===== src/rtl/rf_pkg.sv =====
// Shared types and default sizes for the register-file writeback path.
package rf_pkg;

    localparam int unsigned RF_ADDR  = 5;
    localparam int unsigned RF_BUS_W = 32;
    localparam int unsigned RF_NREGS = 32;

    typedef logic [RF_ADDR-1:0]  rf_addr_t;
    typedef logic [RF_BUS_W-1:0] rf_data_t;

    typedef struct packed {
        rf_addr_t addr;
        rf_data_t data;
    } wb_req_t;

endpackage


===== src/rtl/rr_arbiter.sv =====
// Round-robin arbiter: one-hot grant searched upward from a rotating pointer.
module rr_arbiter #(
    parameter int unsigned N = 3
) (
    input  logic         clk,
    input  logic         rst,
    input  logic [N-1:0] req,
    output logic [N-1:0] gnt
);

    localparam int unsigned PW = (N > 1) ? $clog2(N) : 1;

    logic [PW-1:0] ptr;
    logic [PW-1:0] ptr_next;
    logic [PW-1:0] gnt_idx;
    logic          any_gnt;
    int unsigned   idx;

    // First requester at or after the pointer, wrapping modulo N.
    always_comb begin
        gnt     = '0;
        gnt_idx = ptr;
        any_gnt = 1'b0;
        idx     = 0;
        for (int unsigned k = 0; k < N; k++) begin
            idx = 32'(ptr) + k;
            if (idx >= N) begin
                idx = idx - N;
            end
            if (!any_gnt && req[PW'(idx)]) begin
                gnt[PW'(idx)] = 1'b1;
                gnt_idx       = PW'(idx);
                any_gnt       = 1'b1;
            end
        end
        if (rst) begin
            gnt     = '0;
            any_gnt = 1'b0;
        end
    end

    always_comb begin
        ptr_next = ptr;
        if (any_gnt) begin
            ptr_next = (gnt_idx == PW'(N - 1)) ? '0 : gnt_idx + PW'(1);
        end
    end

    always_ff @(posedge clk or posedge rst) begin
        if (rst) begin
            ptr <= '0;
        end else begin
            ptr <= ptr_next;
        end
    end

endmodule


===== src/rtl/rf_wb_arbiter.sv =====
// Shares the register_file write port among NREQ writeback requesters and
// tracks pending destination writes for the issue stage.
module rf_wb_arbiter
    import rf_pkg::*;
#(
    parameter int unsigned ADDR  = RF_ADDR,
    parameter int unsigned BUS_W = RF_BUS_W,
    parameter int unsigned NREQ  = 3
) (
    input  logic                  clk,
    input  logic                  rst,
    input  logic [NREQ-1:0]       req_valid,
    input  logic [NREQ*ADDR-1:0]  req_addr,
    input  logic [NREQ*BUS_W-1:0] req_data,
    output logic [NREQ-1:0]       req_ready,
    input  logic                  rsv_valid,
    input  logic [ADDR-1:0]       rsv_addr,
    input  logic [ADDR-1:0]       rs_q_addr,
    input  logic [ADDR-1:0]       rt_q_addr,
    output logic                  rs_busy,
    output logic                  rt_busy,
    output logic                  r_write,
    output logic [ADDR-1:0]       rd_addr,
    output logic [BUS_W-1:0]      rd_w_data,
    output logic                  pending
);

    localparam int unsigned NREGS = 1 << ADDR;

    logic [ADDR-1:0]  sel_addr;
    logic [BUS_W-1:0] sel_data;
    logic             xfer;
    logic [NREGS-1:0] busy;
    logic [NREGS-1:0] busy_next;

    rr_arbiter #(
        .N (NREQ)
    ) u_arb (
        .clk (clk),
        .rst (rst),
        .req (req_valid),
        .gnt (req_ready)
    );

    // Payload of the granted requester.
    always_comb begin
        sel_addr = '0;
        sel_data = '0;
        for (int unsigned i = 0; i < NREQ; i++) begin
            if (req_ready[i]) begin
                sel_addr = req_addr[i*ADDR +: ADDR];
                sel_data = req_data[i*BUS_W +: BUS_W];
            end
        end
    end

    assign xfer = |(req_valid & req_ready);

    // Writes to register 0 are consumed but never enabled.
    always_ff @(posedge clk or posedge rst) begin
        if (rst) begin
            r_write   <= 1'b0;
            rd_addr   <= '0;
            rd_w_data <= '0;
        end else if (xfer) begin
            r_write   <= (sel_addr != '0);
            rd_addr   <= sel_addr;
            rd_w_data <= sel_data;
        end else begin
            r_write   <= 1'b0;
        end
    end

    // A reservation overrides a commit to the same register in the same cycle.
    always_comb begin
        busy_next = busy;
        if (r_write) begin
            busy_next[rd_addr] = 1'b0;
        end
        if (rsv_valid && (rsv_addr != '0)) begin
            busy_next[rsv_addr] = 1'b1;
        end
        busy_next[0] = 1'b0;
    end

    always_ff @(posedge clk or posedge rst) begin
        if (rst) begin
            busy <= '0;
        end else begin
            busy <= busy_next;
        end
    end

    assign rs_busy = busy[rs_q_addr];
    assign rt_busy = busy[rt_q_addr];
    assign pending = |busy;

endmodule


===== config.mk =====
export PLATFORM = sky130hd
export DESIGN_NAME = rf_wb_arbiter
export DESIGN_NICKNAME = d
export VERILOG_FILES = /design/src/rtl/rf_pkg.sv /design/src/rtl/rr_arbiter.sv /design/src/rtl/rf_wb_arbiter.sv
export SDC_FILE = /design/constraint.sdc
export NUM_CORES = 1
export LEC_CHECK = 0
export ABC_CLOCK_PERIOD_IN_PS = 6300
export BUFFER_PORTS_ARGS = -buffer_cell sky130_fd_sc_hd__buf_2
export CORE_UTILIZATION = 53
export DETAILED_ROUTE_END_ITERATION = 7
export PLACE_DENSITY_LB_ADDON = 0.1
export SLEW_MARGIN = 20
export SYNTH_ARGS = -nofsm -noshare
export SYNTH_HDL_FRONTEND = slang
export SYNTH_SLANG_ARGS = --single-unit
export TNS_END_PERCENT = 20

===== constraint.sdc =====
create_clock -name clk -period 6.3 [get_ports clk]
set_clock_uncertainty 0.05 [all_clocks]
set_input_delay 0.315 -clock clk [delete_from_list [all_inputs] [get_ports clk]]
set_output_delay 0.315 -clock clk [all_outputs]
set_load 0.01 [all_outputs]

Word-level counts from Yosys, hierarchy flattened
Index checks and enable logic that the tools add are counted.
W data, S select, Z words.
{"block": "classes", "add_sub_neg": 6, "order_cmp": 15, "eq_ne": 1, "mux": 44, "n_bitwise": 6, "n_reduce_logical": 14}
{"cell": "$mux W32", "count": 5}
{"cell": "$and A32 B32 Y32", "count": 1}
{"cell": "$not A32 Y32", "count": 1}
{"cell": "$or A32 B32 Y32", "count": 1}
{"cell": "$reduce_or A31 Y1", "count": 1}
{"cell": "$lt A5 B6 Y1 const B", "count": 4}
{"cell": "$mux W1", "count": 15}
{"cell": "$mux W5", "count": 3}
{"cell": "$mux W2", "count": 7}
{"cell": "$mux W3", "count": 4}
{"cell": "$bmux W1 S5", "count": 2}
{"cell": "$demux W1 S5", "count": 2}
{"cell": "$ge A5 B1 Y1 const B", "count": 2}
{"cell": "$reduce_bool A5 Y1", "count": 2}
{"cell": "$lt A2 B3 Y1 const B", "count": 3}
{"cell": "$logic_and A1 B1 Y1", "count": 8}
{"cell": "$bmux W1 S2", "count": 3}
{"cell": "$demux W1 S2", "count": 3}
{"cell": "$ge A2 B1 Y1 const B", "count": 3}
{"cell": "$ge A3 B2 Y1 const B", "count": 2}
{"cell": "$or A3 B3 Y3", "count": 2}
{"cell": "$sub A2 B2 Y2 const B", "count": 3}
{"cell": "$add A2 B1 Y3 const B", "count": 1}
{"cell": "$add A2 B2 Y3 const B", "count": 1}
{"cell": "other kinds (6)", "count": 7}
{"block": "totals", "ff_bits": 71, "out_inout_bits": 44, "elab_cells": 91}

Logic depth before layout (Yosys ltp)
{"block": "depth", "word_depth": 17, "mapped_depth": 14, "depth_no_buf": 10}

Hierarchy
A second synthesis with hierarchy kept.
{"block": "hier_totals", "hier_cells": 469, "hier_area_um2": 4350.4}
{"mod": "rf_wb_arbiter", "n_inst": 1, "cells_each": 422, "area_each_um2": 3950.0}
{"mod": "rr_arbiter", "n_inst": 1, "cells_each": 47, "area_each_um2": 400.4}

Least setup slack after synthesis
No wires, ideal clock.
{"block": "synth_timing", "path_kind": "input port to flip-flop", "from": "in rst", "to": "reg rd_w_data[18]", "setup_ns": 0.064, "arrival_ns": 3.232, "required_ns": 6.186, "path_slack_ns": 2.954, "cell_stages": 7, "cell_sequence": "inv_1 o21ai_1 nor2_2 clkbuf_1 a32oi_1 a211oi_1 a21o_1"}
{"block": "synth_between", "elab_chain_len": 4, "word_cells_on_any_way": 6}
{"item": "start, declared", "line_no": "rf_wb_arbiter.sv:11", "source": "input logic rst,"}
{"item": "$mux W3 (*)", "line_no": "rr_arbiter.sv:36", "source": "if (rst) begin"}
{"item": "$mux W32 (3 in a row)", "line_no": "rf_wb_arbiter.sv:50", "source": "if (req_ready[i]) begin"}
{"item": "end signal, assigned", "line_no": "rf_wb_arbiter.sv:68", "source": "rd_w_data <= sel_data;"}
{"item": "end, declared", "line_no": "rf_wb_arbiter.sv:24", "source": "output logic [BUS_W-1:0] rd_w_data,"}
Every way passes the cells marked *; elsewhere a longest branch is shown, timed or not.
A chain may end at the register's enable or synchronous reset.

Worst setup path after layout
{"block": "layout_timing", "from": "reg u_arb.ptr[0]", "to": "reg rd_w_data[14]"}
{"block": "layout_between", "elab_chain_len": 15, "word_cells_on_any_way": 49}
{"item": "start, declared", "line_no": "rr_arbiter.sv:13", "source": "logic [PW-1:0] ptr;"}
{"item": "start signal, assigned", "line_no": "rr_arbiter.sv:53", "source": "ptr <= ptr_next;"}
{"item": "$add A2 B1 Y3, or another cell as far along", "line_no": "rr_arbiter.sv:26", "source": "idx = 32'(ptr) + k;"}
{"item": "$ge A3 B2 Y1, or another cell as far along", "line_no": "rr_arbiter.sv:27", "source": "if (idx >= N) begin"}
{"item": "$mux W2, or another cell as far along", "line_no": "rr_arbiter.sv:27"}
{"item": "$lt A2 B3 Y1 (implied by the code), or another cell as far along", "line_no": "rr_arbiter.sv:31", "source": "gnt[PW'(idx)] = 1'b1;"}
{"item": "$logic_and A1 B1 Y1 (implied by the code), or another cell as far along", "line_no": "rr_arbiter.sv:31"}
{"item": "$mux W1 (implied by the code), or another cell as far along", "line_no": "rr_arbiter.sv:31"}
{"item": "$demux W1 S2, or another cell as far along"}
{"item": "$or A3 B3 Y3 (no source line) / $mux W1 (equally long branches)"}
{"item": "$mux W3 / $logic_not A1 Y1 (equally long branches)", "line_no": "rr_arbiter.sv:30", "source": "if (!any_gnt && req[PW'(idx)]) begin"}
{"item": "$or A3 B3 Y3 (no source line) / $logic_and A1 B1 Y1 (equally long branches)"}
{"item": "$mux W3 (*)", "line_no": "rr_arbiter.sv:30"}
{"item": "$mux W3 (*)", "line_no": "rr_arbiter.sv:36"}
{"item": "$mux W32 (3 in a row)", "line_no": "rf_wb_arbiter.sv:50"}
Every way passes the cells marked *; elsewhere a longest branch is shown, timed or not. The select of a mux whose other input is x is not followed.

==> impl_summary.md <==
Run status
The run finished with clean final reports.

Timing
Of the available clock period, the critical path in the final layout requires 0.684. The final worst hold slack is 0.111 ns. Setup violations remaining at the end of the flow were counted as 0. The minimum clock period is 4.31 ns. Adding up every negative setup slack in the final design gives 0 ns. The transition time of the tightest slew-check pin is 1.11 ns. Headroom to the max-slew limit came out at 0.257. The count of endpoints failing hold in the final timing report is 0. The number of pins with negative max-slew slack in the final report is 0. Setup repair after global routing left no endpoint under its margin. The maximum achievable frequency is between 200 and 250 MHz. The worst setup margin is about 2.0 ns.

Global route
The number of global-route vias before repair is 4193. Summed over all layers, the global routing overflow is 0. The initial antenna violation count is 0. The global-route usage over all layers is 0.297.

The pin count of the biggest net entering global routing is 70. The first global-routing pass estimated 20000 um of wire.

Route
In the routed design, unresolved DRC markers number 0. The detail route stage leaves a number of antenna-violating nets equal to 0. The routed wire length is 12700 um. The average vias per placed instance is 6.28. The first-pass iteration count of the detailed router is 5. The total via count after detailed routing is ~4400.

The number of DRC markers in iteration 0 is 209. The detail-routed net length per standard cell is around 18 um.

Clock network
Once the clock tree was built, the resizer swapped 0 gates to a different size. The number of buffers added by the clock tree synthesis step is 9. TritonCTS built the clock tree.

The clock tree synthesis step divided the H-tree into 3 levels. The cts-stage hold buffer count is 0. The buffer depth of the longest clock path is 2. The CTS sink count is between 70 and 80.

The tree is rooted in a sky130_fd_sc_hd__clkbuf_8. Clock-pin slew was measured on the worst setup and hold paths at roughly 0.07 ns. The clock latency at the later pin of the worst-skew pair is 0.34 ns.

The total setup buffers inserted after CTS is 0.

Power and ir drop
Across the VDD grid, the largest voltage drop is 0.308 mV. For this design the ratio of total power to cell area is 404 mW/mm^2. The leakage component of the power is 2.56 nW.

Overall power consumption after layout is estimated at roughly 2.2 mW.

Cells and area
From synthesis to final layout, the design area changed by 23.8%. The final cell utilization of the core is 0.675. Once layout is done, the placed cells without fillers occupy about 0.0055 sq mm. Of the cells placed in the final design, the portion with a size suffix greater than 1 is 0.388. Leaving out filler cells and counting taps, the final layout contains 703. The layout net count is 730.

The number of antenna diodes is 0.

Synth
Synthesis handed over a netlist of 440 instances. The synthesis-stage register bit count is 71. Counting flops with a built-in enable in the synthesized netlist gives 0.

Of the synthesized area, sequential elements account for 0.398. In the synthesized netlist the dominant register cell turns out to be sky130_fd_sc_hd__dfrtp_1. The post-synthesis instance area is 0.00446 sq mm. When the netlist entered floorplanning its net count stood at between 500 and 600. The count of different cell masters after synthesis is 57. In the synthesized netlist the async set-or-reset flop fraction comes to 1.00. The average instance in the mapped netlist occupies 10.1 sq um.

For this run, the number of Yosys warnings is 0.

Placement
Prior to clock tree synthesis, the placed netlist has a worst setup slack of 2.08 ns. The cell area reported after detailed placement is roughly 0.0053 sq mm. The routability congestion estimate is between 0.8 and 0.9. The number of cells after detailed placement is 688.

In this run the tool buffered the top-level ports with between 150 and 200 buffer cells. Summed over all nets, the half-perimeter wirelength after detailed placement is 9340 um.

Floorplanning
The die covers around 0.0088 sq mm. The number of core rows is 33. For this configuration, the core starts out at a cell density of 0.545. From left edge to right edge, the die measures 93.7 um. The die outline height is 93.7 um. The floorplan step defined a core boundary enclosing 0.00818 sq mm. The number of ports placed on the die boundary is 176.

Job
The max-capacitance violation count is 0.

Setup path
STA puts the critical path data required time at 6.48 ns. In this run the worst path has a maximum fanout of 69. The worst setup path category is reg2reg. The arrival time of the worst setup path is 4.48 ns. The worst setup path is captured at a flip-flop. The startpoint class of the critical path is a flip-flop.

Min path
The type of the most critical hold path is in2async.
-- report_power, final --
part           switching (mW)  internal [mW]  total [mW]
Sequential              0.127          0.591       0.718
Clock                   0.169          0.231       0.399
Combinational           0.659          0.454        1.11
-- cell usage in the layout (no fill, tap or decap), drive strengths merged, types with 2 or more instances in the layout --
cell / instances
ha: 4
o21ai: 72
nor3: 2
mux2i: 6
nand2: 15
clkinv: 3
a311o: 2
a211oi: 32
a311oi: 2
nor2b: 2
nor2: 43
nand3b: 11
nor3b: 2
buf: 179
a32o: 3
mux4: 18
nand3: 5
a32oi: 32
bufinv: 2
a21oi: 2
mux2: 4
or3: 2
nor4: 7
or3b: 5
inv: 5
a21o: 33
clkbuf: 11
dfrtp: 71
-- cell type report --
class                           count  area (sq um)
Clock inverter                      4          70.1
Inverter                            6          23.8
Clock buffer                       11           141
Sequential cell                    71          1780
Tap cell                          105           131
Fill cell                         680          2650
Timing Repair Buffer              179           906
Multi-Input combinational cell    327          2470
-- synthesized netlist by cell type (2+ instances only) --
master | count | area, sq um
sky130_fd_sc_hd__a211oi_1 | 32 | 240
sky130_fd_sc_hd__a21o_1 | 33 | 248
sky130_fd_sc_hd__a311o_1 | 2 | 20.0
sky130_fd_sc_hd__a32o_1 | 3 | 30.0
sky130_fd_sc_hd__a32oi_1 | 32 | 280
sky130_fd_sc_hd__buf_2 | 10 | 50.1
sky130_fd_sc_hd__buf_4 | 6 | 45.0
sky130_fd_sc_hd__buf_6 | 5 | 56.3
sky130_fd_sc_hd__clkbuf_1 | 14 | 52.6
sky130_fd_sc_hd__dfrtp_1 | 71 | 1780
sky130_fd_sc_hd__ha_1 | 4 | 50.1
sky130_fd_sc_hd__inv_1 | 5 | 18.8
sky130_fd_sc_hd__mux2_2 | 4 | 45.0
sky130_fd_sc_hd__mux2i_1 | 6 | 60.1
sky130_fd_sc_hd__mux4_2 | 18 | 405
sky130_fd_sc_hd__nand2_1 | 15 | 56.3
sky130_fd_sc_hd__nand3_1 | 5 | 25.0
sky130_fd_sc_hd__nand3b_1 | 11 | 82.6
sky130_fd_sc_hd__nor2_1 | 42 | 158
sky130_fd_sc_hd__nor2b_1 | 2 | 12.5
sky130_fd_sc_hd__nor3_1 | 2 | 10.0
sky130_fd_sc_hd__nor3b_1 | 2 | 15.0
sky130_fd_sc_hd__nor4_1 | 7 | 43.8
sky130_fd_sc_hd__o21ai_0 | 71 | 355
sky130_fd_sc_hd__or3_1 | 2 | 12.5
sky130_fd_sc_hd__or3b_2 | 5 | 43.8
-- cells by family (layout without fill, tap and decap cells) --
kind of cell             count (synthesis)  in the layout  synth area share
adder cells (fa/ha/maj)                  4              4            0.0112
AND/OR/NAND/NOR                        101            101             0.116
multiplexers                            28             28             0.114
AO/OA/AOI/OAI                          194            194             0.308
flip-flops                              71             71             0.398
buffers and inverters                   42            200            0.0519
-- worst paths after layout --
check                              from  depth (start not counted)       endpoint  slack, ns
max                        u_arb.ptr[0]                         12  rd_w_data[14]       1.99
min in group clk                    rst                          2   u_arb.ptr[1]       0.22
max in group asynchronous           rst                          3       busy[17]       5.13
max reg2reg                u_arb.ptr[0]                         12  rd_w_data[14]       1.99
min                                 rst                          2   u_arb.ptr[0]       0.11
min reg2reg                rd_w_data[3]                          1   rd_w_data[3]       0.42
-- critical path, cell delays in order (launching register included) --
cell                       delay [ns]
sky130_fd_sc_hd__dfrtp_1         0.41
sky130_fd_sc_hd__inv_1           0.09
sky130_fd_sc_hd__ha_1            0.47
sky130_fd_sc_hd__mux2i_1         0.31
sky130_fd_sc_hd__nor2_1          0.09
sky130_fd_sc_hd__nand2_1         0.09
sky130_fd_sc_hd__a311o_2         0.15
sky130_fd_sc_hd__buf_4           0.52
sky130_fd_sc_hd__clkinv_2        0.26
sky130_fd_sc_hd__a221oi_4        0.91
sky130_fd_sc_hd__buf_4           0.53
sky130_fd_sc_hd__a211oi_1        0.10
sky130_fd_sc_hd__a21o_1          0.19
-- routing by layer --
| metal | up-vias | routed length, um | track usage |
|---|---|---|---|
| met5 | - | 0 | 0 |
| met4 | 0 | 270 | 0.138 |
| li1 | 2044 | - | - |
| met1 | 2139 | 5120 | 0.374 |
| met2 | 205 | 6480 | 0.498 |
| met3 | 28 | 837 | 0.0494 |
-- state kept, by name, indices dropped and copies added, names as in the netlist --
name and cells:
busy 31, r_write 1, rd_addr 5, rd_w_data 32
u_arb.ptr 2
Power figures use the tool's default switching activity.
